$ cat src/rtl/mult_div_unit_pkg.sv
// Shared MIPS HI/LO unit definitions: MD_* internal op codes, FUN_* funct codes and FSM states.
// Used by the decoder, the hazard unit and mult_div_unit.
package mult_div_unit_pkg;

  localparam logic [2:0] MD_MULT  = 3'd0;
  localparam logic [2:0] MD_MULTU = 3'd1;
  localparam logic [2:0] MD_DIV   = 3'd2;
  localparam logic [2:0] MD_DIVU  = 3'd3;
  localparam logic [2:0] MD_MTHI  = 3'd4;
  localparam logic [2:0] MD_MTLO  = 3'd5;
  localparam logic [2:0] MD_NONE  = 3'd7;

  localparam logic [5:0] FUN_MFHI  = 6'h10;
  localparam logic [5:0] FUN_MTHI  = 6'h11;
  localparam logic [5:0] FUN_MFLO  = 6'h12;
  localparam logic [5:0] FUN_MTLO  = 6'h13;
  localparam logic [5:0] FUN_MULT  = 6'h18;
  localparam logic [5:0] FUN_MULTU = 6'h19;
  localparam logic [5:0] FUN_DIV   = 6'h1a;
  localparam logic [5:0] FUN_DIVU  = 6'h1b;

  typedef enum logic [1:0] {
    ST_IDLE = 2'd0,
    ST_RUN  = 2'd1,
    ST_FIX  = 2'd2
  } mdu_state_e;

  function automatic logic md_is_signed(input logic [2:0] op);
    return (op == MD_MULT) || (op == MD_DIV);
  endfunction

  function automatic logic md_is_div(input logic [2:0] op);
    return (op == MD_DIV) || (op == MD_DIVU);
  endfunction

  // MFHI/MFLO read HI/LO through the register path and never issue to the unit.
  function automatic logic [2:0] fun_to_mdop(input logic [5:0] fun);
    logic [2:0] op;
    case (fun)
      FUN_MULT:  op = MD_MULT;
      FUN_MULTU: op = MD_MULTU;
      FUN_DIV:   op = MD_DIV;
      FUN_DIVU:  op = MD_DIVU;
      FUN_MTHI:  op = MD_MTHI;
      FUN_MTLO:  op = MD_MTLO;
      default:   op = MD_NONE;
    endcase
    return op;
  endfunction

endpackage

$ cat src/rtl/mdu_divider.sv
// One restoring-division step on unsigned magnitudes: shift in the next dividend bit,
// trial-subtract the divisor, keep the difference and set the quotient bit when it does not borrow.
module mdu_divider #(
  parameter int WIDTH = 32
) (
  input  logic [WIDTH-1:0] rem,
  input  logic [WIDTH-1:0] quo,
  input  logic [WIDTH-1:0] divisor,
  output logic [WIDTH-1:0] rem_next,
  output logic [WIDTH-1:0] quo_next
);

  logic [WIDTH:0]   shifted_s;
  logic [WIDTH+1:0] diff_s;
  logic             fits_s;

  assign shifted_s = {rem, quo[WIDTH-1]};
  assign diff_s    = {1'b0, shifted_s} - {2'b00, divisor};
  assign fits_s    = ~diff_s[WIDTH+1];

  // Either result is below the divisor, so it always fits back into WIDTH bits.
  assign rem_next = fits_s ? diff_s[WIDTH-1:0] : shifted_s[WIDTH-1:0];
  assign quo_next = {quo[WIDTH-2:0], fits_s};

endmodule

$ cat src/rtl/mult_div_unit.sv
// Iterative HI/LO multiply/divide unit (MULT/MULTU/DIV/DIVU over WIDTH+1 cycles, MTHI/MTLO direct).
// Optional MDU_FAST_MULT_EN: multiplies bypass RUN and use a single-cycle product in FIX.
module mult_div_unit
  import mult_div_unit_pkg::*;
#(
  parameter int WIDTH = 32
) (
  input  logic             clk,
  input  logic             reset_n,
  input  logic             start,
  input  logic [2:0]       mdOp,
  input  logic [WIDTH-1:0] opA,
  input  logic [WIDTH-1:0] opB,
  output logic             busy,
  output logic [WIDTH-1:0] hi,
  output logic [WIDTH-1:0] lo
);

  localparam int CW = $clog2(WIDTH);
  localparam logic [CW-1:0] CNT_LAST = CW'(WIDTH - 1);

  mdu_state_e         state_r, state_s;
  logic [CW-1:0]      cnt_r, cnt_s;
  logic [2*WIDTH-1:0] acc_r, acc_s;      // mult: {partial product, multiplier}; div: {remainder, quotient}
  logic [WIDTH-1:0]   mcand_r, mcand_s;  // multiplicand or divisor magnitude
  logic               is_div_r, is_div_s;
  logic               sa_r, sa_s, sb_r, sb_s;
  logic               dz_r, dz_s;
  logic [WIDTH-1:0]   hi_r, hi_s, lo_r, lo_s;
  logic               busy_r;

  logic               op_signed_s, op_sa_s, op_sb_s;
  logic [WIDTH-1:0]   a_mag_s, b_mag_s;
  logic [WIDTH:0]     mul_sum_s;
  logic [WIDTH-1:0]   div_rem_s, div_quo_s;
  logic [2*WIDTH-1:0] prod_s, prod_fix_s;
  logic [WIDTH-1:0]   rem_fix_s, quo_fix_s;

  assign op_signed_s = md_is_signed(mdOp);
  assign op_sa_s     = op_signed_s & opA[WIDTH-1];
  assign op_sb_s     = op_signed_s & opB[WIDTH-1];
  assign a_mag_s     = op_sa_s ? -opA : opA;
  assign b_mag_s     = op_sb_s ? -opB : opB;

  assign mul_sum_s = {1'b0, acc_r[2*WIDTH-1:WIDTH]}
                   + (acc_r[0] ? {1'b0, mcand_r} : {(WIDTH+1){1'b0}});

  mdu_divider #(.WIDTH(WIDTH)) u_divider (
    .rem      (acc_r[2*WIDTH-1:WIDTH]),
    .quo      (acc_r[WIDTH-1:0]),
    .divisor  (mcand_r),
    .rem_next (div_rem_s),
    .quo_next (div_quo_s)
  );

`ifdef MDU_FAST_MULT_EN
  assign prod_s = {{WIDTH{1'b0}}, mcand_r} * {{WIDTH{1'b0}}, acc_r[WIDTH-1:0]};
`else
  assign prod_s = acc_r;
`endif

  assign prod_fix_s = (sa_r ^ sb_r) ? -prod_s : prod_s;
  assign rem_fix_s  = sa_r ? -acc_r[2*WIDTH-1:WIDTH] : acc_r[2*WIDTH-1:WIDTH];
  // Divide by zero leaves the all-ones quotient unsigned; the remainder fixup then restores opA.
  assign quo_fix_s  = dz_r ? {WIDTH{1'b1}}
                    : ((sa_r ^ sb_r) ? -acc_r[WIDTH-1:0] : acc_r[WIDTH-1:0]);

  // Next-state, datapath and HI/LO update logic.
  always_comb begin
    state_s  = state_r;
    cnt_s    = cnt_r;
    acc_s    = acc_r;
    mcand_s  = mcand_r;
    is_div_s = is_div_r;
    sa_s     = sa_r;
    sb_s     = sb_r;
    dz_s     = dz_r;
    hi_s     = hi_r;
    lo_s     = lo_r;
    case (state_r)
      ST_IDLE: begin
        if (start) begin
          case (mdOp)
            MD_MTHI: hi_s = opA;
            MD_MTLO: lo_s = opA;
            MD_MULT, MD_MULTU, MD_DIV, MD_DIVU: begin
              is_div_s = md_is_div(mdOp);
              sa_s     = op_sa_s;
              sb_s     = op_sb_s;
              dz_s     = (opB == {WIDTH{1'b0}});
              cnt_s    = {CW{1'b0}};
              if (md_is_div(mdOp)) begin
                acc_s   = {{WIDTH{1'b0}}, a_mag_s};
                mcand_s = b_mag_s;
                state_s = ST_RUN;
              end else begin
                acc_s   = {{WIDTH{1'b0}}, b_mag_s};
                mcand_s = a_mag_s;
`ifdef MDU_FAST_MULT_EN
                state_s = ST_FIX;
`else
                state_s = ST_RUN;
`endif
              end
            end
            default: ;
          endcase
        end else begin
          state_s = ST_IDLE;
        end
      end
      ST_RUN: begin
        if (is_div_r) begin
          acc_s = {div_rem_s, div_quo_s};
        end else begin
          acc_s = {mul_sum_s, acc_r[WIDTH-1:1]};
        end
        cnt_s = cnt_r + {{(CW-1){1'b0}}, 1'b1};
        if (cnt_r == CNT_LAST) begin
          state_s = ST_FIX;
        end else begin
          state_s = ST_RUN;
        end
      end
      ST_FIX: begin
        if (is_div_r) begin
          hi_s = rem_fix_s;
          lo_s = quo_fix_s;
        end else begin
          hi_s = prod_fix_s[2*WIDTH-1:WIDTH];
          lo_s = prod_fix_s[WIDTH-1:0];
        end
        state_s = ST_IDLE;
      end
      default: state_s = ST_IDLE;
    endcase
  end

  // State and output registers with synchronous active-low reset.
  always_ff @(posedge clk) begin
    if (!reset_n) begin
      state_r  <= ST_IDLE;
      cnt_r    <= {CW{1'b0}};
      acc_r    <= {(2*WIDTH){1'b0}};
      mcand_r  <= {WIDTH{1'b0}};
      is_div_r <= 1'b0;
      sa_r     <= 1'b0;
      sb_r     <= 1'b0;
      dz_r     <= 1'b0;
      hi_r     <= {WIDTH{1'b0}};
      lo_r     <= {WIDTH{1'b0}};
      busy_r   <= 1'b0;
    end else begin
      state_r  <= state_s;
      cnt_r    <= cnt_s;
      acc_r    <= acc_s;
      mcand_r  <= mcand_s;
      is_div_r <= is_div_s;
      sa_r     <= sa_s;
      sb_r     <= sb_s;
      dz_r     <= dz_s;
      hi_r     <= hi_s;
      lo_r     <= lo_s;
      busy_r   <= (state_s != ST_IDLE);
    end
  end

  assign busy = busy_r;
  assign hi   = hi_r;
  assign lo   = lo_r;

endmodule

$ cat config.mk
export PLATFORM = sky130hd
export DESIGN_NAME = mult_div_unit
export DESIGN_NICKNAME = d
export VERILOG_FILES = /design/src/rtl/mult_div_unit_pkg.sv /design/src/rtl/mdu_divider.sv /design/src/rtl/mult_div_unit.sv
export SDC_FILE = /design/constraint.sdc
export NUM_CORES = 1
export LEC_CHECK = 0
export ABC_CLOCK_PERIOD_IN_PS = 5700
export CORE_MARGIN = 10
export CORE_UTILIZATION = 50
export DETAILED_ROUTE_END_ITERATION = 8
export GPL_ROUTABILITY_DRIVEN = 0
export GPL_TIMING_DRIVEN = 0
export PLACE_DENSITY = 0.83
export SYNTH_ARGS = -nofsm -noshare
export SYNTH_HDL_FRONTEND = slang
export SYNTH_SLANG_ARGS = --single-unit
$ cat constraint.sdc
create_clock -name clk -period 5.7 [get_ports clk]
set_input_delay 1.425 -clock clk [delete_from_list [all_inputs] [get_ports clk]]
set_output_delay 1.425 -clock clk [all_outputs]
set_load 0.005 [all_outputs]
==> impl_results.md <==
- CTS Hold Buffers Added: 0
- XOR/XNOR share of the synthesized area: 0.107
- Compound-Gate Fraction of Synth Area: 0.291
- Final period util: 0.830
- Hold Crit Endpoint: mcand_r[8]
- Reg-to-reg setup timing slack: 0.97 ns
- I/O pins: 135
- DRC: 0
- Post-synthesis mux area share: 0.0558
- Worst min-delay path class: reg -> reg
- Clk pin slew, worst setup/hold paths: 0.08 ns
- Post-Place Cells: 2421
- Syn. warnings: 0
- Routed wire length: 57000 µm
- Core Area: 27900 µm²
- Clk buf depth: 2
- Unrepaired setup endpoints after global routing: false
- Clk Latency, worst-skew pair: 0.47 ns
- Final TNS setup: 0 ns
- Headroom to the max-slew limit: 0.312
- DR pass1 iterations: 7
- Critical path fanouts, max: 10
- Leakage: 0.00621 µW
- Worst vdd ir: 0.000211 V
- Area growth, synth to finish: 17.0%
- Worst r2r dst: acc_r[59]
- Simple-gate share of the synthesized area: 0.186
- Antenna Nets Post-Route: 0
- Initial core utilization: 0.508
- Commonest non-fill, non-tap cell in the layout: nor2_1
- DP Wirelength: 43900 µm
- Postcts setup bufs: 0
- Largest family of logic cells by synthesized area: compound AO/OA/AOI/OAI gates
- Synth area leaders: dfxtp_1 24%, a21oi_1 7.0%, xnor2_1 6.3%
- Netlist cell types: 70
- Arrival time at the worst endpoint: 5.09 ns
- Number of flops mapped to enable cells by yosys: 0
- First-pass GRT wire length: 86700 µm
- Max-capacitance violation count: 0
- Synth Instances: 1910
- Crit end category: flop
- Synth top area share: 0.243
- Status: completed
- WP data required: 6.06 ns
- ANT cells: 0
- Num CTS Buffers: 17
- Clock Skew: 0.0123 ns
- Synthesized area: 14200 µm²
- Vias per inst: 6.71
- Pwr Density: 217 nW/µm²
- Fin crit period: 4.73 ns
- Sink Count: 172
- Commonest cells after routing, fill and taps aside: 207 x nor2_1, 197 x a21oi_1, 172 x dfxtp_1, 164 x nand2_1, 141 x o21ai_0
- Final Setup Violations: 0
- Worst setup SP type: flop
- Mean Syn Cell Area: 7.41 µm²
- Synth Net Count: 2052
- Hold Crit Start: mcand_r[8]
- Critical path class: reg -> reg
- Clk root buf: clkbuf_16
- GRT Util Overall: 0.305
- Post-synthesis async set-or-reset flop share: 0
- Pin slew with the least headroom to its limit: 1.01 ns
- Final Max Tran Viols: 0
- Die W: 188 µm
- Antenna violations before repair: 0
- Post-synth top area cell: dfxtp_1
- R2R cell count: 13
- DRT iter0 DRCs: 2383
- Placement row count: 61
- Fin nets: 2204
- Total grt overflow: 0
- WL per Instance: 23.3 µm
- Finished Layout Cells: 2453
- Primary FF master, synth: dfxtp_1
- Seq/Total Area, Yosys: 0.243
- Yosys reg bits: 172
- PortBufs: 133
- Hold depth: 2
- CTS tree: done
- Post-Synth Adder-Cell Area: 0.0647
- Detailed-route via count: 16458
- Layout cells sized above 1: 0.0308
- Pin count of the biggest net entering global routing: 20
- Die Y: 188 µm
- Die area: 35500 µm²
- Final hold vios: 0
- Reg-to-reg startpoint: acc_r[0]
- H-tree depth: 4
- # resized after CTS: 0
- Max Fclk: 211 MHz
- Vias in the first global route: 15349
## flip-flops by register name, summed over array words and instances, names as in the netlist
signal    flops
acc_r        64
busy          1
cnt_r         5
dz_r          1
hi           32
is_div_r      1
lo           32
mcand_r      32
sa_r          1
sb_r          1
state_r       2
## cells in the mapped netlist (all sizes together), types with 29 or more instances
| cell type | n |
|---|---|
| mux2i | 70 |
| inv | 68 |
| xor2 | 71 |
| a21oi | 198 |
| o21ai | 141 |
| xnor2 | 102 |
| nor3 | 43 |
| o31ai | 31 |
| dfxtp | 172 |
| nand2 | 164 |
| a211oi | 29 |
| ha | 70 |
| a21o | 32 |
| o211ai | 50 |
| nor2 | 207 |
| clkbuf | 119 |
## cell type report
| cell class | instances | area (µm²) |
|---|---|---|
| sequential | 172 | 3440 |
| multi-input combinational | 1539 | 9970 |
| clock buffer | 17 | 425 |
| timing repair buffer | 133 | 1330 |
| clock inverter | 15 | 174 |
| inverter | 68 | 255 |
| buffer | 131 | 497 |
| fill | 2441 | 11300 |
| tap | 378 | 473 |
## per-layer routing
| metal | share of wire | routed length, µm | GRT usage |
|---|---|---|---|
| met4 | 0.059 | 3350 | 0.164 |
| met3 | 0.13 | 7700 | 0.0796 |
| met5 | 0 | 0 | 0 |
| met1 | 0.37 | 21100 | 0.380 |
| met2 | 0.44 | 24900 | 0.473 |
## per-stage QoR
| stage | hold WS, ns | cell area [µm²] | utilization | setup WS, ns | total power, µW |
|---|---|---|---|---|---|
| final | 0.456 | 16600 | 0.595 | 0.969 | 3590 |
| after global routing | 0.490 | 16600 | 0.595 | 0.777 | 3690 |
| after CTS | 0.457 | 16600 | 0.595 | 1.13 | 3510 |
| after detailed placement | 0.447 | 16000 | 0.573 | 0.735 | 2330 |
| after global placement | 0.441 | 16000 | 0.573 | 0.796 | 2300 |
| after floorplan | 0.432 | 14200 | - | 1.63 | 1980 |
## kinds of logic (layout without fill, tap and decap cells)
logic type	count (synthesis)	after routing
AO/OA/AOI/OAI	647	647
AND/OR/NAND/NOR	569	569
buffers and inverters	199	364
XOR/XNOR	173	173
flip-flops	172	172
multiplexers	78	78
adder cells (fa/ha/maj)	72	72
## worst max-delay path: stages (launching register included)
cell,delay (ns)
dfxtp_1,0.43
inv_1,0.38
clkbuf_1,0.45
nor2_1,0.09
ha_1,0.24
o31ai_1,0.53
o211ai_1,0.29
a2111oi_0,0.92
nor4_1,0.16
nor2_1,0.27
o21ai_0,0.21
a31oi_1,0.27
o311ai_0,0.14
a31o_2,0.24
## how the worst max path moves through the flow
stage	start	endpoint	slack [ns]
floorplan	opA[9]	mcand_r[31]	1.63
global placement	opA[9]	acc_r[20]	0.80
detailed placement	opA[9]	mcand_r[31]	0.73
CTS	acc_r[0]	acc_r[59]	1.13
global route	opA[9]	mcand_r[22]	0.78
finish	acc_r[0]	acc_r[59]	0.97
## power breakdown
part / switching (µW) / leakage [µW] / total, µW / internal [µW]
sequential: 64.3 / 0.00140 / 1320 / 1260
combinational: 662 / 0.00452 / 1040 / 381
clock: 632 / 0.000291 / 1220 / 591
Note: power is estimated with default switching activity, not from simulation.
